**src/rtl/serial_slice_alu.sv**
```systemverilog
// Bit-serial ALU: processes SLICE_W bits per clock, LSB slice first.
// Logic ops, ADD, SUB and signed SLT all pass through the same slice path;
// SUB/SLT invert B per slice and seed the carry with 1.
module serial_slice_alu #(
    parameter int WIDTH   = 32,
    parameter int SLICE_W = 4
) (
    input  logic             clk,
    input  logic             reset,
    input  logic             start,
    input  logic [WIDTH-1:0] a,
    input  logic [WIDTH-1:0] b,
    input  logic [2:0]       sel,
    output logic             busy,
    output logic             done,
    output logic [WIDTH-1:0] result,
    output logic             carryout,
    output logic             overflow,
    output logic             zero
);
    localparam int N     = WIDTH / SLICE_W;
    localparam int CNT_W = (N > 1) ? $clog2(N) : 1;
    localparam logic [CNT_W-1:0] LAST = CNT_W'(N - 1);

    localparam logic [2:0] OP_AND  = 3'd0;
    localparam logic [2:0] OP_NOR  = 3'd1;
    localparam logic [2:0] OP_OR   = 3'd2;
    localparam logic [2:0] OP_XOR  = 3'd3;
    localparam logic [2:0] OP_NAND = 3'd4;
    localparam logic [2:0] OP_ADD  = 3'd5;
    localparam logic [2:0] OP_SUB  = 3'd6;
    localparam logic [2:0] OP_SLT  = 3'd7;

    typedef enum logic [1:0] {IDLE, RUN, DONE} state_t;

    state_t             state;
    logic [CNT_W-1:0]   cnt;
    logic               carry;
    logic [WIDTH-1:0]   a_sh;
    logic [WIDTH-1:0]   b_sh;
    logic [WIDTH-1:0]   acc;
    logic [2:0]         op;

    logic [SLICE_W-1:0] a_s;
    logic [SLICE_W-1:0] b_s;
    logic [SLICE_W-1:0] b_eff;
    logic [SLICE_W-1:0] slice_res;
    logic [SLICE_W:0]   sum;
    logic [WIDTH-1:0]   acc_next;
    logic [WIDTH-1:0]   res_next;
    logic               is_sub;
    logic               arith;
    logic               c_msb_in;
    logic               ovf;
    logic               last;

    // Per-slice result: bitwise ops use the raw operands, arithmetic uses the adder.
    function automatic logic [SLICE_W-1:0] slice_op(input logic [2:0] o,
                                                    input logic [SLICE_W-1:0] x,
                                                    input logic [SLICE_W-1:0] y,
                                                    input logic [SLICE_W-1:0] s);
        case (o)
            OP_AND:  slice_op = x & y;
            OP_NOR:  slice_op = ~(x | y);
            OP_OR:   slice_op = x | y;
            OP_XOR:  slice_op = x ^ y;
            OP_NAND: slice_op = ~(x & y);
            default: slice_op = s;
        endcase
    endfunction

    // SLT collapses the full difference to a single signed less-than bit.
    function automatic logic [WIDTH-1:0] final_result(input logic [2:0] o,
                                                      input logic [WIDTH-1:0] raw,
                                                      input logic v);
        if (o == OP_SLT)
            final_result = {{(WIDTH-1){1'b0}}, raw[WIDTH-1] ^ v};
        else
            final_result = raw;
    endfunction

    // Slice adder, carry bookkeeping and next accumulator value.
    always_comb begin
        a_s       = a_sh[SLICE_W-1:0];
        b_s       = b_sh[SLICE_W-1:0];
        is_sub    = (op == OP_SUB) || (op == OP_SLT);
        arith     = (op == OP_ADD) || (op == OP_SUB);
        b_eff     = is_sub ? ~b_s : b_s;
        sum       = {1'b0, a_s} + {1'b0, b_eff} + {{SLICE_W{1'b0}}, carry};
        // Sum bit = a ^ b ^ carry_in, so the carry into the slice MSB falls out directly.
        c_msb_in  = sum[SLICE_W-1] ^ a_s[SLICE_W-1] ^ b_eff[SLICE_W-1];
        ovf       = sum[SLICE_W] ^ c_msb_in;
        slice_res = slice_op(op, a_s, b_s, sum[SLICE_W-1:0]);
        acc_next  = (acc >> SLICE_W) | (WIDTH'(slice_res) << (WIDTH - SLICE_W));
        res_next  = final_result(op, acc_next, ovf);
        last      = (cnt == LAST);
    end

    // Control FSM, slice counter, running carry and registered outputs.
    always_ff @(posedge clk or posedge reset) begin
        if (reset) begin
            state    <= IDLE;
            busy     <= 1'b0;
            done     <= 1'b0;
            cnt      <= '0;
            carry    <= 1'b0;
            result   <= '0;
            carryout <= 1'b0;
            overflow <= 1'b0;
            zero     <= 1'b1;
        end else begin
            case (state)
                IDLE: begin
                    done <= 1'b0;
                    if (start) begin
                        cnt   <= '0;
                        carry <= (sel == OP_SUB) || (sel == OP_SLT);
                        busy  <= 1'b1;
                        state <= RUN;
                    end
                end
                RUN: begin
                    carry <= sum[SLICE_W];
                    if (last) begin
                        cnt      <= '0;
                        state    <= DONE;
                        done     <= 1'b1;
                        result   <= res_next;
                        carryout <= arith & sum[SLICE_W];
                        overflow <= arith & ovf;
                        zero     <= (res_next == '0);
                    end else begin
                        cnt <= cnt + 1'b1;
                    end
                end
                DONE: begin
                    done  <= 1'b0;
                    busy  <= 1'b0;
                    state <= IDLE;
                end
                default: begin
                    busy  <= 1'b0;
                    done  <= 1'b0;
                    state <= IDLE;
                end
            endcase
        end
    end

    // Operand shift registers and accumulator; every slice is rewritten per op, so no reset.
    always_ff @(posedge clk) begin
        if (state == IDLE && start) begin
            a_sh <= a;
            b_sh <= b;
            op   <= sel;
        end else if (state == RUN) begin
            a_sh <= a_sh >> SLICE_W;
            b_sh <= b_sh >> SLICE_W;
            acc  <= acc_next;
        end
    end
endmodule

```
**config.mk**
```make
export PLATFORM = sky130hd
export DESIGN_NAME = serial_slice_alu
export DESIGN_NICKNAME = d
export VERILOG_FILES = /design/src/rtl/serial_slice_alu.sv
export SDC_FILE = /design/constraint.sdc
export NUM_CORES = 1
export LEC_CHECK = 0
export CORE_MARGIN = 3
export CORE_UTILIZATION = 57
export DETAILED_ROUTE_END_ITERATION = 8
export HOLD_SLACK_MARGIN = 0.03
export PLACE_DENSITY = 0.95
export SLEW_MARGIN = 20
export SYNTH_ARGS = -nofsm -noshare
export SYNTH_HDL_FRONTEND = slang
export SYNTH_SLANG_ARGS = --single-unit
```
**constraint.sdc**
```tcl
create_clock -name clk -period 7.6 [get_ports clk]
set_clock_uncertainty 0.1 [all_clocks]
set_input_delay 0.76 -clock clk [delete_from_list [all_inputs] [get_ports clk]]
set_output_delay 0.76 -clock clk [all_outputs]
set_load 0.05 [all_outputs]
```
==> summary.txt, run 1 <==
Floorplan
  – Die width: 108 um
  – Row count: 36
  – IO Count: roughly 110
  – Die Y: approximately 110 um
  – Starting Density: 0.599
  – Total die area: around 12000 sq um
  – Core Area: between 9000 and 10000 sq um

Job
  – Max-cap violations: 0

Hold path
  – Worst Hold End: zero$_DFFE_PP1P_
  – Worst min path class: register to register
  – Worst hold path startpoint: zero$_DFFE_PP1P_
  – WHS Path Cells: 2

Final layout
  – Most frequent cells in the layout: clkdlybuf4s50_1, edfxtp_1, dfrtp_1, mux2_2, a22o_1
  – Proportion of layout cells with a drive suffix above 1: 0.171
  – Most common cell after layout, fill and taps aside: clkdlybuf4s50_1
  – Area Overhead vs Synth: 28.9%
  – Ant diodes: 0
  – Post-Layout Inst Area: around 7700 sq um
  – Final net count: 582

CTS
  – Cts bufs inserted: 17
  – Clock slew at reported path FFs: 0.06 ns
  – CTS tree: done
  – Post-CTS Resized: 0
  – CTS root buffer: clkbuf_8
  – Skew-Pair Late Insertion Delay: 0.53 ns
  – H-tree depth: 4
  – Sink Count: ~140
  – Clk buf depth: 2
  – Post-CTS Setup Bufs: 0
  – CTS Hold Bufs: 0

Detailed routing
  – ANT nets after route: 0
  – Via count: between 3000 and 4000
  – Drt drc: 0
  – Via-to-Cell Ratio: 5.97
  – Initial DRC Count: 354
  – Post-detailed-route wirelength per cell: 21.4 um
  – Drt first pass iters: 5
  – Final WL: approximately 14000 um

Setup path
  – Reg-to-reg setup timing slack: roughly 4.3 ns
  – Element type at the critical path end: register
  – CP arrival: 3.65 ns
  – Crit path max fanout: 17
  – Req. time, crit path: 7.96 ns
  – Crit Path Class: register to register
  – CP peak stage delay: 0.77 ns
  – R2R cell count: 11
  – Most used cell, CP: fa_1
  – CP top delay family: flip-flops
  – CP bufs+invs: 1
  – Launch point of the worst path: op[2]$_DFFE_PP_
  – CP max-delay cell: edfxtp_1
  – Critical R2R Launch: op[2]$_DFFE_PP_
  – Critical path launch point type: register
  – Crit path cell chain: nand2_4 -> xnor2_1 -> fa_1 -> inv_1 -> fa_1 -> nor2b_1 -> o21a_1 -> nor2_4 -> xnor3_1 -> mux2_2 -> nand2_1
  – FF-to-FF End: result[0]$_DFFE_PP0P_

Global route
  – Gr usage total: 0.249
  – Gr ovfl total: 0
  – First-pass GRT wire length: between 20000 and 25000 um
  – Vias in the first global route: between 3000 and 4000
  – Initial antenna violation count: 0
  – Largest net degree at the start of global routing: 65

Timing
  – Max-slew headroom: 0.464
  – Slew Viols, Final: 0
  – Tcrit/Tclk final: 0.432
  – Worst Hold Slack: between 0.3 and 0.4 ns
  – RSZ-0062 raised after global routing: false
  – Setup TNS: 0 ns
  – Tightest Pin Transition: 0.804 ns
  – Final min period: about 3.3 ns
  – Worst setup margin: 4.31 ns
  – Hold Vio Cnt, Final: 0
  – Final setup vio count: 0
  – Fmax: 304 MHz

Power and ir drop
  – Clock share of power: 0.201
  – Leak: approximately 0.003 uW
  – Psw: 1410 uW
  – Switching Fraction: 0.373
  – Internal: 2370 uW
  – Pwr/cell area: 492 nW/um^2
  – VDD IR max: 286 uV
  – Combinational Power Share: 0.393
  – Flop pwr share: 0.406

Place
  – Post-DP Area: around 7100 sq um
  – Placement Setup Slack: 4.30 ns
  – Placed wire-length estimate: approximately 8600 um
  – GP Congestion: ~0.83
  – Port Buffers: approximately 110

Outcome
  – Status: completed

Synthesis
  – Commonest register cell after synthesis: edfxtp_1
  – Post-Synthesis Cell Area: 5960 sq um
  – Synthesis-stage register bit count: about 140
  – EDFF count, synth: 95
  – Post-synthesis async set-or-reset flop share: 0.312
  – Mapped Cells: a little under 400
  – Sequential-to-total area share from yosys stat: 0.659
  – Synth warn: 0
  – Syn Nets: between 400 and 500
  – Post-synth cell types: 56
  – Avg Cell Area, Syn: 15.4 sq um
[synthesized netlist by cell type (all sizes together), types with 3 or more instances]
library cell  count  share of area
xnor2             7          0.013
and2              8         0.0084
nor4              7         0.0084
o21ai             6         0.0050
nand2            16          0.013
a21o              3         0.0038
mux2             58           0.11
nand3             4         0.0034
a21oi             4         0.0040
edfxtp           95           0.48
mux2i             4         0.0067
buf               9         0.0088
ha               13          0.027
dfrtp            42           0.18
o31ai             4         0.0050
a22o             33          0.048
inv              18          0.011
clkbuf           10         0.0063
nor2              8         0.0063
nand2b            4         0.0042
[layout make-up]
class,count,area (sq um)
Clock inverter,11,92.6
Timing Repair Buffer,110,1090
Clock buffer,21,449
Sequential cell,138,3930
Tap cell,133,166
Fill cell,515,2270
Multi-Input combinational cell,212,1890
Inverter,18,67.6
[routing by layer]
| metal | part of all wire | wire length, um | up-vias | track usage |
|---|---|---|---|---|
| li1 | - | - | 1689 | - |
| met2 | 0.52 | 7120 | 210 | 0.413 |
| met1 | 0.38 | 5170 | 1898 | 0.294 |
| met5 | 0 | 0 | - | 0 |
| met3 | 0.077 | 1050 | 39 | 0.0800 |
| met4 | 0.029 | 404 | 0 | 0.124 |
[through the flow]
stage / total power (uW) / util / instances
floorplan: 2500 / - / 387
global placement: 2870 / 0.717 / 611
detailed placement: 2970 / 0.717 / 611
CTS: 3780 / 0.771 / 643
global route: 3940 / 0.772 / 643
finish: 3780 / 0.772 / 643
[sequential cells by signal, summed over array words and instances (netlist names)]
name / cells
a_sh: 32
b_sh: 32
result: 32
acc: 28
cnt: 3
op: 3
state: 2
busy: 1
carry: 1
carryout: 1
done: 1
overflow: 1
zero: 1
[cell families (layout without fill, tap and decap cells)]
family	Yosys count	after routing	share of synthesized area
AO/OA/AOI/OAI	65	65	0.0860
adder cells (fa/ha/maj)	15	15	0.0340
flip-flops	138	138	0.659
AND/OR/NAND/NOR	60	60	0.0586
buffers and inverters	37	160	0.0264
XOR/XNOR	10	10	0.0195
multiplexers	62	62	0.116
[power groups by stage]
stage	registers, uW	logic [uW]	clock network, uW
finish	1530	1490	760
global route	1570	1580	794
floorplan	1760	733	0
global placement	1500	1370	0
detailed placement	1530	1440	0
CTS	1530	1480	765
[worst register-to-register path: stages, from the launching register on]
cell,delay (ns)
edfxtp_1,0.77
nand2_4,0.18
xnor2_1,0.25
fa_1,0.26
inv_1,0.08
fa_1,0.42
nor2b_1,0.15
o21a_1,0.17
nor2_4,0.07
xnor3_1,0.36
mux2_2,0.36
nand2_1,0.07
[worst max-delay path by stage]
stage | end | slack [ns] | cells past startpoint
global placement | b_sh[13]$_DFFE_PP_ | 4.44 | 4
detailed placement | b_sh[13]$_DFFE_PP_ | 4.30 | 4
global route | zero$_DFFE_PP1P_ | 4.19 | 11
floorplan | a_sh[0]$_DFFE_PP_ | 4.92 | 2
CTS | result[0]$_DFFE_PP0P_ | 4.37 | 7
finish | result[0]$_DFFE_PP0P_ | 4.31 | 11
No activity file was read; power rests on OpenSTA's default activity.
==> run 2, diff against run 1 <==
Settings changed: CORE_UTILIZATION 57 to 47, PLACE_DENSITY 0.95 to 0.86.
Clock period 7.6 ns to 2.91 ns, I/O delays scaled along.
==> run 2 against run 1 <==
Net effect:
- sequential cell count stayed put
- register-to-register slack worse by 4.1 ns
- setup slack worse by 4.1 ns
- cell area is 1.8% higher
- first-iteration DRC count is 38% lower
- non-clock buffer count is 4 higher
- sequential power grew to 2.6 times the previous value
- cell count is 6.1% higher
- core utilization is 13 points lower
- critical endpoint unchanged
==> summary.txt, run 2 (synthesis results as in run 1) <==
Place
  – Dpl cells: 650
  – GP Congestion: around 0.82
  – Port Buffers: 106
  – Placed wire-length estimate: 8230 um

Final layout
  – Final net count: 586
  – Most frequent cells in the layout: clkdlybuf4s50_1, edfxtp_1, dfrtp_1, mux2_2, a22o_1
  – Fill count: just over 900
  – FF/Latch Area: about 3900 sq um
  – Non-filler cells, final: roughly 680
  – Top Registers: a_sh (32), b_sh (32), result (32)
  – Multi-input gate area: approximately 1900 sq um
  – Ant diodes: 0
  – Most common cell after layout, fill and taps aside: clkdlybuf4s50_1
  – Area Overhead vs Synth: 31.2%
  – Proportion of layout cells with a drive suffix above 1: 0.179

Global route
  – Gr usage total: 0.181
  – Gr ovfl total: 0
  – Vias in the first global route: between 3000 and 4000
  – Initial antenna violation count: 0
  – Largest net degree at the start of global routing: 70
  – First-pass GRT wire length: 19800 um

Power and ir drop
  – VDD IR max: 603 uV
  – Leak: a little over 0.003 uW
  – Pwr Total: 9840 uW
  – Pwr/cell area: about 1300 nW/um^2

CTS
  – Post-CTS Setup Bufs: 0
  – CTS Hold Bufs: 0
  – Post-CTS Resized: 0
  – Cts bufs inserted: 17
  – Clock slew at reported path FFs: roughly 0.060 ns
  – CTS root buffer: clkbuf_16
  – Sink Count: about 140
  – CTS tree: done
  – Skew-Pair Late Insertion Delay: approximately 0.41 ns
  – Clk buf depth: 2
  – H-tree depth: 4

Setup path
  – Crit Path Class: register to register
  – CP arrival: 2.95 ns
  – Crit path cell chain: nand2_4 -> xnor2_1 -> fa_1 -> inv_1 -> fa_1 -> nor2b_1 -> o21a_1 -> nor2_4 -> xnor3_1 -> mux2_2 -> nand2_1
  – Element type at the critical path end: register
  – Most used cell, CP: fa_1
  – Req. time, crit path: roughly 3.2 ns
  – CP bufs+invs: 1
  – Critical path launch point type: register
  – CP peak stage delay: roughly 0.42 ns
  – CP max-delay cell: edfxtp_1
  – Crit path max fanout: 5
  – CP top delay family: adder cells

Timing
  – Max-slew headroom: 0.498
  – Final min period: 2.70 ns
  – Setup TNS: 0 ns
  – Tightest Pin Transition: about 0.75 ns
  – Hold Vio Cnt, Final: 0
  – Slew Viols, Final: 0
  – Tcrit/Tclk final: 0.929
  – Fmax: approximately 370 MHz
  – Final setup vio count: 0
  – RSZ-0062 raised after global routing: false

Floorplan
  – Starting Density: 0.488
  – Core Area: about 12000 sq um
  – Total die area: around 14000 sq um
  – Die Y: approximately 120 um
  – Die width: roughly 120 um
  – IO Count: between 100 and 150
  – Row count: 40

Outcome
  – Status: completed

Detailed routing
  – ANT nets after route: 0
  – Via count: approximately 3700
  – Post-detailed-route wirelength per cell: about 18 um
  – Initial DRC Count: ~220
  – Drt first pass iters: 4
  – Final WL: ~12000 um
  – Drt drc: 0
  – Via-to-Cell Ratio: between 5 and 6

Hold path
  – Worst min path class: input pin to async pin

Job
  – Max-cap violations: 0
==> run 2: cell count changes in the layout (fill, tap and decap cells not counted), sizes merged <==
cell	change
buf	+4
inv	+2
clkinv	-1
clkbuf	-1
==> run 2: per-stage QoR <==
step | instance area (sq um) | util | setup slack [ns] | hold WS [ns]
floorplan | 5960 | - | 0.372 | 0.290
global placement | 7240 | 0.593 | 0.327 | 0.368
detailed placement | 7240 | 0.593 | 0.247 | 0.364
CTS | 7820 | 0.640 | 0.206 | 0.225
global route | 7820 | 0.640 | 0.0356 | 0.273
finish | 7820 | 0.640 | 0.208 | 0.211
==> run 2: worst min-delay path, cell delays in order <==
cell and delay (ns):
clkdlybuf4s50_1 0.40, inv_1 0.05, buf_4 0.44
==> run 2: path summary, 6_finish.rpt <==
kind | from | end | slack, ns | depth (start not counted)
min | reset | overflow$_DFFE_PP0P_ | 0.21 | 3
min in group clk | sel[0] | op[0]$_DFFE_PP_ | 0.33 | 1
max reg2reg | op[2]$_DFFE_PP_ | result[0]$_DFFE_PP0P_ | 0.21 | 11
min reg2reg | acc[31]$_DFFE_PP_ | acc[27]$_DFFE_PP_ | 0.38 | 0
max in group asynchronous | reset | cnt[0]$_DFFE_PP0P_ | 2.12 | 3
max | op[2]$_DFFE_PP_ | result[0]$_DFFE_PP0P_ | 0.21 | 11
==> run 2: area by class of cell <==
class	count	share of cell area
multi-input cells	212	0.241
flip-flops and latches	138	0.503
clock inverters	12	0.0142
inverters	18	0.00864
well taps	168	0.0269
repair buffers	114	0.147
clock buffers	20	0.0598
==> run 2: where the power goes <==
group / internal, uW / leakage [uW] / switching [uW] / total (uW)
registers: 3380 / 0.00152 / 544 / 3930
logic: 1660 / 0.00130 / 2160 / 3820
clock network: 1260 / 0.000287 / 837 / 2090
total: 6300 / 0.00311 / 3540 / 9840
==> run 2: metal layers <==
metal | GRT usage | vias up | routed length, um
met5 | 0 | - | 0
li1 | - | 1704 | -
met1 | 0.200 | 1812 | 4690
met2 | 0.307 | 124 | 6420
met4 | 0.0710 | 0 | 167
met3 | 0.0809 | 14 | 866
